[config.mk]
export PLATFORM = sky130hd
export DESIGN_NAME = sys_bus_bridge
export DESIGN_NICKNAME = d
export VERILOG_FILES = /design/src/rtl/sys_bus_bridge.sv
export SDC_FILE = /design/constraint.sdc
export NUM_CORES = 1
export LEC_CHECK = 0
export CORE_MARGIN = 3
export CORE_UTILIZATION = 35
export DETAILED_ROUTE_END_ITERATION = 12
export PLACE_DENSITY = 0.62
export SLEW_MARGIN = 0
export SYNTH_ARGS = -nofsm -noshare
export SYNTH_HDL_FRONTEND = slang
export SYNTH_SLANG_ARGS = --single-unit
[constraint.sdc]
create_clock -name clk -period 5.4 [get_ports clk]
set_input_delay 1.35 -clock clk [delete_from_list [all_inputs] [get_ports clk]]
set_output_delay 1.35 -clock clk [all_outputs]
set_load 0.005 [all_outputs]
[src/rtl/sys_bus_bridge.sv]
// sys_bus_bridge: CPU-side initiator of the peripheral bus.
//  - Decodes CPU addresses into NDEV device slots plus a local register window.
//  - Posts writes through a WBUF_DEPTH-entry FIFO that drains one entry per edge.
//  - Runs reads through a two-state IDLE/RD sequence and returns device data
//    one cycle after the address is presented.
//  - Latches device IRQ pulses into PEND and drives HWInt = {err, pend & mask}.
// Optional feature: define BRIDGE_ERR_EN to capture miss addresses in ERR_ADDR
// and raise HWInt[5].
module sys_bus_bridge #(
  parameter int          NDEV       = 2,
  parameter logic [31:0] DEV_BASE   = 32'h0000_7F00,
  parameter logic [31:0] LOCAL_BASE = 32'h0000_7F40,
  parameter int          WBUF_DEPTH = 2
) (
  input  logic               clk,
  input  logic               reset,
  input  logic [31:0]        PrAddr,
  input  logic [31:0]        PrWD,
  input  logic               PrWE,
  input  logic               PrRE,
  output logic               PrStall,
  output logic [31:0]        PrRD,
  output logic               PrRdValid,
  output logic [5:0]         HWInt,
  output logic [3:0]         DEV_ADD,
  output logic [NDEV-1:0]    DEV_WE,
  output logic [31:0]        DEV_DAT,
  input  logic [32*NDEV-1:0] DEV_RD,
  input  logic [NDEV-1:0]    DEV_IRQ
);
  localparam int          AW      = $clog2(WBUF_DEPTH);
  localparam logic [AW:0] PTR_ONE = 1;
  localparam logic [1:0]  K_DEV   = 2'd0, K_LOC = 2'd1, K_MISS = 2'd2;
  localparam logic [0:0]  S_IDLE  = 1'b0, S_RD  = 1'b1;
  localparam logic [1:0]  R_PEND  = 2'd0, R_MASK = 2'd1, R_ERR = 2'd2;

  typedef struct packed {
    logic [1:0]  kind;
    logic [2:0]  slot;
    logic [3:0]  off;
    logic [31:0] data;
  } wr_ent_t;

  logic [1:0]      req_kind;
  logic [2:0]      req_slot;
  wr_ent_t         wbuf [WBUF_DEPTH];
  wr_ent_t         head;
  logic [AW:0]     wptr, rptr;
  logic            empty, full, push, pop, rd_acc, loc_wr;
  logic [0:0]      state;
  logic [1:0]      rd_kind, rd_reg;
  logic [2:0]      rd_slot;
  logic [31:0]     dev_sel, loc_sel, rd_data;
  logic [NDEV-1:0] pend, pend_clr;
  logic [5:0]      mask;
  logic            err;
  logic [31:0]     err_addr;

  // Address decode: device slot window, local register window, or miss
  always_comb begin
    req_slot = 3'((PrAddr - DEV_BASE) >> 4);
    if (PrAddr >= DEV_BASE && PrAddr < DEV_BASE + 32'(16 * NDEV))
      req_kind = K_DEV;
    else if (PrAddr >= LOCAL_BASE && PrAddr < LOCAL_BASE + 32'd16)
      req_kind = K_LOC;
    else
      req_kind = K_MISS;
  end

  assign empty = (wptr == rptr);
  assign full  = (wptr[AW] != rptr[AW]) && (wptr[AW-1:0] == rptr[AW-1:0]);
  assign head  = wbuf[rptr[AW-1:0]];
  assign pop   = !empty;

  // Stall: RD blocks everything; writes wait on full, reads wait for drain
  always_comb begin
    PrStall = 1'b0;
    if (state == S_RD)  PrStall = 1'b1;
    else if (PrWE)      PrStall = full;
    else if (PrRE)      PrStall = !empty;
  end

  assign push   = PrWE && !PrStall;
  assign rd_acc = PrRE && !PrWE && !PrStall;
  assign loc_wr = pop && (head.kind == K_LOC);
  assign pend_clr = (loc_wr && head.off[3:2] == R_PEND) ? head.data[NDEV-1:0] : '0;

  // FIFO storage; pointers alone say which entries are live, so no reset
  always_ff @(posedge clk)
    if (push) wbuf[wptr[AW-1:0]] <= '{kind: req_kind, slot: req_slot, off: PrAddr[3:0], data: PrWD};

  // FIFO pointers
  always_ff @(posedge clk or posedge reset)
    if (reset) begin
      wptr <= '0;
      rptr <= '0;
    end else begin
      if (push) wptr <= wptr + PTR_ONE;
      if (pop)  rptr <= rptr + PTR_ONE;
    end

  // Read data select for the access launched on the previous edge
  always_comb begin
    dev_sel = '0;
    for (int i = 0; i < NDEV; i++)
      if (rd_slot == 3'(i)) dev_sel = DEV_RD[32*i +: 32];
    case (rd_reg)
      R_PEND:  loc_sel = 32'(pend);
      R_MASK:  loc_sel = 32'(mask);
      R_ERR:   loc_sel = err_addr;
      default: loc_sel = '0;
    endcase
    case (rd_kind)
      K_DEV:   rd_data = dev_sel;
      K_LOC:   rd_data = loc_sel;
      default: rd_data = '0;
    endcase
  end

  // Bus sequencing: pop one posted write per edge, or launch/complete a read
  always_ff @(posedge clk or posedge reset)
    if (reset) begin
      state     <= S_IDLE;
      rd_kind   <= K_MISS;
      rd_slot   <= '0;
      rd_reg    <= '0;
      PrRD      <= '0;
      PrRdValid <= 1'b0;
      DEV_ADD   <= '0;
      DEV_WE    <= '0;
      DEV_DAT   <= '0;
    end else begin
      PrRdValid <= 1'b0;
      DEV_WE    <= '0;
      if (pop) begin
        DEV_ADD <= head.off;
        DEV_DAT <= head.data;
        if (head.kind == K_DEV) DEV_WE <= NDEV'(1) << head.slot;
      end else if (rd_acc) begin
        DEV_ADD <= PrAddr[3:0];
        rd_kind <= req_kind;
        rd_slot <= req_slot;
        rd_reg  <= PrAddr[3:2];
        state   <= S_RD;
      end
      if (state == S_RD) begin
        PrRD      <= rd_data;
        PrRdValid <= 1'b1;
        state     <= S_IDLE;
      end
    end

  // Pending IRQs (a new pulse beats a same-edge W1C) and the mask register
  always_ff @(posedge clk or posedge reset)
    if (reset) begin
      pend <= '0;
      mask <= '1;
    end else begin
      pend <= (pend & ~pend_clr) | DEV_IRQ;
      if (loc_wr && head.off[3:2] == R_MASK) mask <= head.data[5:0];
    end

`ifdef BRIDGE_ERR_EN
  logic miss_acc;
  assign miss_acc = (push || rd_acc) && (req_kind == K_MISS);

  // Miss capture; a fresh miss beats a same-edge clear
  always_ff @(posedge clk or posedge reset)
    if (reset) begin
      err      <= 1'b0;
      err_addr <= '0;
    end else begin
      if (loc_wr && head.off[3:2] == R_ERR) err <= 1'b0;
      if (miss_acc) begin
        err      <= 1'b1;
        err_addr <= PrAddr;
      end
    end
`else
  assign err      = 1'b0;
  assign err_addr = '0;
`endif

  // Interrupt lines straight from registers
  always_comb begin
    HWInt           = '0;
    HWInt[NDEV-1:0] = pend & mask[NDEV-1:0];
    HWInt[5]        = err;
  end
endmodule
==> results.cfg <==
[outcome]
outcome = complete, no violations

[final_layout]
areaGrowthSynthToFinish_pct = 41.7
largest_register_ff_count = 82
layout-drive-gt1-share_pct = 10.3
mostFrequentLayoutCell = sky130_fd_sc_hd__clkdlybuf4s50_1
utilization_pct = 51.3
diodes = 0
design.final.nets = 847
mostFrequentLayoutCells = sky130_fd_sc_hd__clkdlybuf4s50_1 (207), sky130_fd_sc_hd__dfrtp_1 (83), sky130_fd_sc_hd__edfxtp_1 (82)

[clocking]
cts_max_level = 4
cts-root-buf = sky130_fd_sc_hd__clkbuf_16
tritoncts_clock_tree = done
numClockSinks = 173
clkSlewWorstSetupHoldPaths_ns = 0.06
clk_latency_ns = 0.42
ctsResizeCount = 0
cts_hold_repair.buffers = 0
cts_setup_buffers = 0
cts_bufs_inserted = 17
clockBufferDepth = 2

[placement]
numPortBuffers = 207
globalplace.congestion = 0.848
dp_worst_setup_slack_ns = 1.39
dp_hpwl_mm = 12.4

[worst_hold_path]
holdCritPathClass = register to register
worstHoldStart = rd_reg[1]

[drt]
detail_route.vias_per_cell = 4.89
drt_iter0_drc = 164
detail-route-antenna-nets = 0
drc = 0
avgRoutedWirePerCell_um = 17.7
detail_route.first_pass.iterations = 4
finalWirelength_mm = 17.5
vias_after_detailed_routing = 4825

[power]
power.ir.vdd_worst_mv = 0.416
power_uw = 5450
static-leakage-power_uw = 0.00373
power-per-cell-area_nw_per_um2 = 558

[floorplan]
die_area_um2 = 21400
initial_utilization_pct = 36.2
die_y_um = 146
floorplan.rows = 50
boundaryPins = 212
core_area_um2 = 19000
dieWidth_um = 146

[sta]
worst-slew-pin-transition_ns = 1.09
final_number_of_hold_violating_endpoints = 0
final.min_clock_period_ns = 4.02
max-slew-margin-rel_pct = 27.6
rsz0062_at_grt = false
setup-tns-final_ns = 0
worst_hold_slack_ns = 0.476
worst_clock_skew_ns = 0.0103
setup-violations-final = 0
timing.final.max_slew_violations = 0
final_critical_path_setup_slack_ns = 1.38
layout_worst_path_cycle_share_pct = 74.5
fmaxAchievable_mhz = 249

[worst_setup_path]
critical_path.startpoint = PrWE
worst_ep_required_time_ns = 4.05
cp_max_fo = 3
critPathArrivalTime_ns = 2.67
reg_to_reg_start = state
crit_path_end_kind = output pin
critical_path_class = input pin to output pin
crit_path_start_kind = input pin

[grt]
groute.layer.met1.usage_pct = 20.0
grt_antenna_before_repair = 0
grt_first_pass_wirelength_mm = 27.5
groute.layer.met3.usage_pct = 6.49
grt_overflow_total = 0
via_count_of_the_first_global_routing_pass = 5120
global_route.usage.total_pct = 16.3
grt_max_degree = 70
grt.busiest_layer = met2
met2_usage_pct = 27.0

[synthesis]
async_flop_share_pct = 52.6
syn_area_per_cell_um2 = 13.5
synthesis.yosys.warnings = 0
synth-main-ff-cell = sky130_fd_sc_hd__dfrtp_1
netlist_instances = 509
yosysSeqAreaShare_pct = 68.9
synth-seq-cells = 173
synth_area_um2 = 6890
synth_cell_type_count = 51
synth_edf_count = 82

[flow_run]
timing.max_cap.violations = 0
[layer usage]
| metal | routed length (um) | share of wire [%] | up-vias |
|---|---|---|---|
| met5 | 0 | 0 | - |
| met3 | 1550 | 8.9 | 13 |
| met4 | 208 | 1.2 | 0 |
| met1 | 7270 | 42 | 2347 |
| li1 | - | - | 2259 |
| met2 | 8440 | 48 | 206 |
[final timing paths]
check                             end  slack, ns  depth (start not counted)
max in group asynchronous     mask[1]       2.99                          3
hold reg to reg             rd_reg[1]       0.48                          2
setup / recovery              PrStall       1.38                          4
setup reg to reg           wbuf[1][3]       2.97                          4
hold / removal              rd_reg[1]       0.48                          2
min in group asynchronous    PrRD[19]       1.47                          2
[metrics by stage]
stage	std cells	area [um^2]
4_1_cts	986	9760
2_1_floorplan	512	6900
6_report	986	9760
3_5_place_dp	954	9210
5_1_grt	986	9760
3_3_place_gp	954	9210
[power breakdown]
part	internal (uW)	switching, uW
Sequential	1970	269
Combinational	1040	1040
Clock	608	518
[final cells by class]
| type | instances | area (um^2) |
|---|---|---|
| clock buffer | 18 | 439 |
| clock inverter | 14 | 111 |
| fill | 1679 | 9250 |
| inverter | 33 | 126 |
| multi-input combinational | 275 | 1900 |
| sequential | 173 | 4750 |
| tap | 260 | 325 |
| timing repair buffer | 213 | 2120 |
[cells in the mapped netlist (7+ instances only)]
library cell	number	area share, %
sky130_fd_sc_hd__a21oi_1	10	0.73
sky130_fd_sc_hd__a22oi_1	30	3.3
sky130_fd_sc_hd__buf_2	8	0.58
sky130_fd_sc_hd__clkbuf_1	15	0.82
sky130_fd_sc_hd__dfrtp_1	84	31
sky130_fd_sc_hd__dfstp_2	7	2.7
sky130_fd_sc_hd__edfxtp_1	82	36
sky130_fd_sc_hd__inv_1	32	1.7
sky130_fd_sc_hd__mux2_2	11	1.8
sky130_fd_sc_hd__mux2i_1	37	5.4
sky130_fd_sc_hd__nand2_1	46	2.5
sky130_fd_sc_hd__nor2_1	12	0.65
sky130_fd_sc_hd__o21ai_0	33	2.4
sky130_fd_sc_hd__o22ai_1	27	2.5
[kinds of logic (layout without fill, tap and decap cells)]
kind of cell           Yosys count  in the layout  share of synthesized area (%)
AO/OA/AOI/OAI                  116            116                           11.2
AND/OR/NAND/NOR                 98             98                           7.06
buffers and inverters           64            278                           3.96
multiplexers                    52             52                           8.04
XOR/XNOR                         5              5                          0.745
other                            1              4                         0.0544
flip-flops                     173            173                           68.9
[critical path: stages]
cell,delay [ns]
sky130_fd_sc_hd__clkdlybuf4s50_1,0.54
sky130_fd_sc_hd__mux2i_1,0.09
sky130_fd_sc_hd__o21bai_1,0.16
sky130_fd_sc_hd__clkdlybuf4s50_1,0.52
Note: power is estimated with default switching activity, not from simulation.
==> patch 1 (same settings) <==
Build with the macro `BRIDGE_ERR_EN` defined.
--- a/src/rtl/sys_bus_bridge.sv
+++ b/src/rtl/sys_bus_bridge.sv
@@ -8,2 +8,4 @@
 // and raise HWInt[5].
+`define BRIDGE_ERR_EN
+
 module sys_bus_bridge #(
Behaviour: not the same (Yosys sat finds a counterexample within 4 cycles, from zero or initial values and one cycle with reset high).
==> patch 1 against the unedited design <==
Synthesized area is 23% higher. Cell count grew 18%. Sequential cell count rose by 33. Critical path depth unchanged. Register-to-register slack got worse by 0.66 ns. Total power grew 24%. Wire length up 27%. Count of clock-buffer cells in the layout is 16 higher. Global-route usage increased by 0.21 points. Final area rose by 19%. Setup slack worse by 0.22 ns. Critical path type unchanged. Highest routed layer unchanged.
==> patch 1: results (changes against the unedited design) <==
Final nets -> 967 (+14%)
R2r endpoint -> err_addr[28]
Cell leakage power -> 4.48 nW (+20%)
Clk_lat worst skew -> 0.51 ns (+0.09 ns)
R2r worst-path depth -> 5 (+1)
Total GRT Usage -> 16.5% (+0.21 points)
Vias in the first global route -> 5889 (+15%)
Longest Clk Path Bufs -> 3 (+1)
Switching share of power -> 33.4% (-0.14 points)
Top_reg_cell synth -> dfrtp_1
Commonest cells post-synth -> 117 x dfrtp_1, 82 x edfxtp_1, 55 x nor2_1, 52 x a21oi_1, 40 x mux2i_1
Vias -> 5751 (+19%)
Layout fillers -> 2144 (+28%)
Fin crit share -> 78.5% (+4.0 points)
Top cells by area in the synthesized netlist -> dfrtp_1 35%, edfxtp_1 29%, mux2i_1 4.7%
Worst Skew -> 0.0183 ns (+0.00795 ns)
Crit path arrival time -> 2.89 ns (+0.22 ns)
Comb. pwr -> 2.57 mW (+24%)
Post-synthesis mux area share -> 11.8% (+3.7 points)
Netlist cell types -> 56 (+9.8%)
Count of input and output buffers -> 208 (+0.48%)
Gpl congestion -> 0.780 (-8.0%)
Worst VDD drop -> 0.296 mV (-29%)
R2R Path Start -> wptr[0]
Largest net degree at the start of global routing -> 98 (+40%)
XOR/XNOR Fraction of Synth Area -> 0.842% (+0.097 points)
Drt wl/cell -> 19.0 µm (+7.0%)
Reg-to-reg slack, setup -> 2.31 ns (-0.66 ns)
Share of synthesized flip-flops with an asynchronous set or reset -> 60.2% (+7.6 points)
CP max stage delay -> 0.52 ns (-0.02 ns)
Place WS -> 1.16 ns (-0.230 ns)
Status -> completed
H-Tree Depth -> 1 (-3)
CTS Buf Count -> 24 (+7)
Worst-Margin Slew -> 0.907 ns (-0.179 ns)
Sequential-to-total area share from yosys stat -> 65.8% (-3.1 points)
Share of layout cells above drive strength 1 -> 10.8% (+0.52 points)
-- patch 1: cell types whose count changed after synthesis, sizes merged, moves of 17 or more --
cell | before | now
nor2 | 12 | 55
a22o | 0 | 19
o22ai | 27 | 2
dfrtp | 84 | 117
mux2 | 15 | 52
nand2 | 46 | 29
inv | 33 | 16
a21oi | 11 | 52
-- patch 1: worst min-delay path by stage --
stage,cells past startpoint,slack (ns),end,startpoint
6_report,2,0.48,mask[0],mask[0]
5_1_grt,2,0.50,mask[0],mask[0]
4_1_cts,2,0.48,mask[0],mask[0]
3_5_place_dp,2,0.47,mask[0],mask[0]
3_3_place_gp,2,0.46,mask[1],mask[1]
2_1_floorplan,0,0.35,PrRdValid,state
-- patch 1: per-layer routing --
metal  share of wire, %  GRT usage, %  routed length [µm]  vias up
li1                   -             -                   -     2736
met1                 45          22.5                9900     2774
met2                 44          25.8                9800      210
met3                9.4          6.00                2080       31
met4                1.5          2.82                 338        0
met5                  0             0                   0        -
-- patch 1: per-stage QoR --
| stage | utilization, % | cell area (µm²) | power (mW) | cells |
|---|---|---|---|---|
| 6_report | 49.3 | 11600 | 6.75 | 1167 |
| 5_1_grt | 49.3 | 11600 | 7.21 | 1167 |
| 4_1_cts | 49.3 | 11600 | 6.86 | 1167 |
| 3_5_place_dp | 46.2 | 10900 | 5.31 | 1126 |
| 3_3_place_gp | 46.2 | 10900 | 5.26 | 1126 |
| 2_1_floorplan | - | 8480 | 4.15 | 627 |
-- patch 1: layout make-up --
cell class | instances | area, µm² | area share, %
sequential | 206 | 5580 | 47.9
multi-input combinational | 366 | 2700 | 23.2
timing repair buffer | 219 | 2160 | 18.6
clock inverter | 7 | 50.0 | 0.430
tap | 319 | 399 | 3.43
inverter | 16 | 65.1 | 0.559
clock buffer | 34 | 689 | 5.92
==> patch 2 (same settings) <==
Without the edit above. Add an input register stage for `DEV_IRQ`, with the module's reset; this delays it by one clock. The other inputs are not delayed to match.
--- a/src/rtl/sys_bus_bridge.sv
+++ b/src/rtl/sys_bus_bridge.sv
@@ -43,2 +43,12 @@
 
+  logic [NDEV-1:0] DEV_IRQ_q;
+
+  always_ff @(posedge clk or posedge reset) begin
+    if (reset) begin
+      DEV_IRQ_q <= '0;
+    end else begin
+      DEV_IRQ_q <= DEV_IRQ;
+    end
+  end
+
   logic [1:0]      req_kind;
@@ -158,3 +168,3 @@
     end else begin
-      pend <= (pend & ~pend_clr) | DEV_IRQ;
+      pend <= (pend & ~pend_clr) | DEV_IRQ_q;
       if (loc_wr && head.off[3:2] == R_MASK) mask <= head.data[5:0];
Function: changed (Yosys sat finds a counterexample within 4 cycles, from zero or initial values and one cycle with reset high).
==> patch 2 against the unedited design <==
Sequential power shrank 5%. Critical path depth is the same. First-iteration DRC count grew 34%. Synthesized area grew 0.98%. Sequential cell count grew 2. Largest cell class unchanged. Setup slack gained 0.014 ns. Largest power group unchanged. Wire length grew 1.3%. Highest routed layer is now met5. Clock power grew 8%. Final area grew 1.2%. Total power shrank 4.5%.
==> patch 2: results (changes against the unedited design) <==
Avg Vias per Cell -> 4.85 (-0.99%)
First-pass GRT wire length -> 27800 µm (+0.95%)
Ys Warns -> 0 (unchanged)
Top_reg_cell synth -> dfrtp_1
Top cells by area in the synthesized netlist -> edfxtp_1 35%, dfrtp_1 31%, mux2i_1 5.6%
Gpl congestion -> 0.798 (-5.9%)
Final worst slack -> 1.39 ns (+0.0141 ns)
Hold path endpoint -> pend[0]
Status -> completed
Initial antenna violation count -> 2 (+2)
R2r endpoint -> wbuf[0][10]
CTS Root Buffer Type -> clkbuf_16
Reg-to-reg slack, setup -> 2.74 ns (-0.23 ns)
Critical-path top delay cell -> clkdlybuf4s50_1
R2R Path Start -> rptr[1]
Drt pass-1 iters -> 5 (+1)
DRC -> 0 (unchanged)
Worst VDD drop -> 0.327 mV (-21%)
Share of synthesized flip-flops with an asynchronous set or reset -> 53.1% (+0.54 points)
DP Area -> 0.00929 mm² (+0.86%)
Reg clk slew, reported paths -> 0.06 ns (about the same)
Longest Clk Path Bufs -> 2 (unchanged)
Worst setup path startpoint -> PrWE
Total GRT Usage -> 16.4% (+0.11 points)
Cell leakage power -> 3.76 nW (+0.75%)
Syn_area_per_cell -> 13.8 µm² (+2.2%)
Hold Worst Slack -> 0.436 ns (-0.0397 ns)
Post-CTS setup buffer count -> 0 (unchanged)
Crit path arrival time -> 2.66 ns (about the same)
Post-Route WL -> 17700 µm (+1.3%)
Vias in the first global route -> 5154 (+0.66%)
Worst Skew -> 0.00828 ns (-0.00202 ns)
Vias -> 4753 (-1.5%)
Worst-Margin Slew -> 0.822 ns (-0.265 ns)
Commonest cells post-synth -> 86 x dfrtp_1, 82 x edfxtp_1, 39 x mux2i_1, 36 x nand2_1, 36 x o21ai_0
Antenna Cells -> 0 (unchanged)
Final HPWL DP -> 12200 µm (-1.2%)
CTS Buf Count -> 17 (unchanged)
Clk_lat worst skew -> 0.42 ns (about the same)
CP max stage delay -> 0.55 ns
R2r worst-path depth -> 6 (+2)
Worst min path class -> flip-flop to flip-flop
Hold Crit Depth -> 1 (-1)
Share of layout cells above drive strength 1 -> 10.5% (+0.21 points)
Crit path capture -> PrStall
Place WS -> 1.38 ns (-0.0107 ns)
Sequential-to-total area share from yosys stat -> 69.0% (about the same)
Netlist cell types -> 53 (+3.9%)
Largest net degree at the start of global routing -> 62 (-11%)
Iter 0 DRT Violations -> 220 (+34%)
Hold_sp -> DEV_IRQ_q[0]
Placed cells -> 949 (-0.52%)
Final nets -> 842 (-0.59%)
patch 2: layout make-up:
class	count	area, µm²
timing repair buffer	215	2130
inverter	35	134
clock buffer	22	475
multi-input combinational	264	1900
clock inverter	10	110
tap	260	325
sequential	175	4800
fill	1674	9270
patch 2: metal layers:
layer  vias up  part of all wire, %  track usage [%]
met3        22                  9.7             6.94
met5         -                 0.15                0
met2       198                   49             28.2
met1      2286                   40             19.1
met4         4                  1.1             4.10
li1       2243                    -                -
patch 2: cell families after synthesis:
family,after synthesis,share of synthesized area [%]
compound gates,118,11.4
xor+xnor,4,0.611
buf+inv,67,4.23
flops,175,68.9
mux,57,8.79
other cells,1,0.0539
simple gates,81,5.95
patch 2: where the power goes:
part,internal [mW],switching (mW)
registers,1.89,0.224
clock network,0.720,0.496
logic,0.921,0.949
patch 2: worst reg2reg max path, delay by kind of cell, from the launching register on:
kind                   cells  cell delay, ns
XOR/XNOR                   1            0.38
buffers and inverters      2            0.98
flip-flops                 1            0.41
AND/OR/NAND/NOR            3            0.49
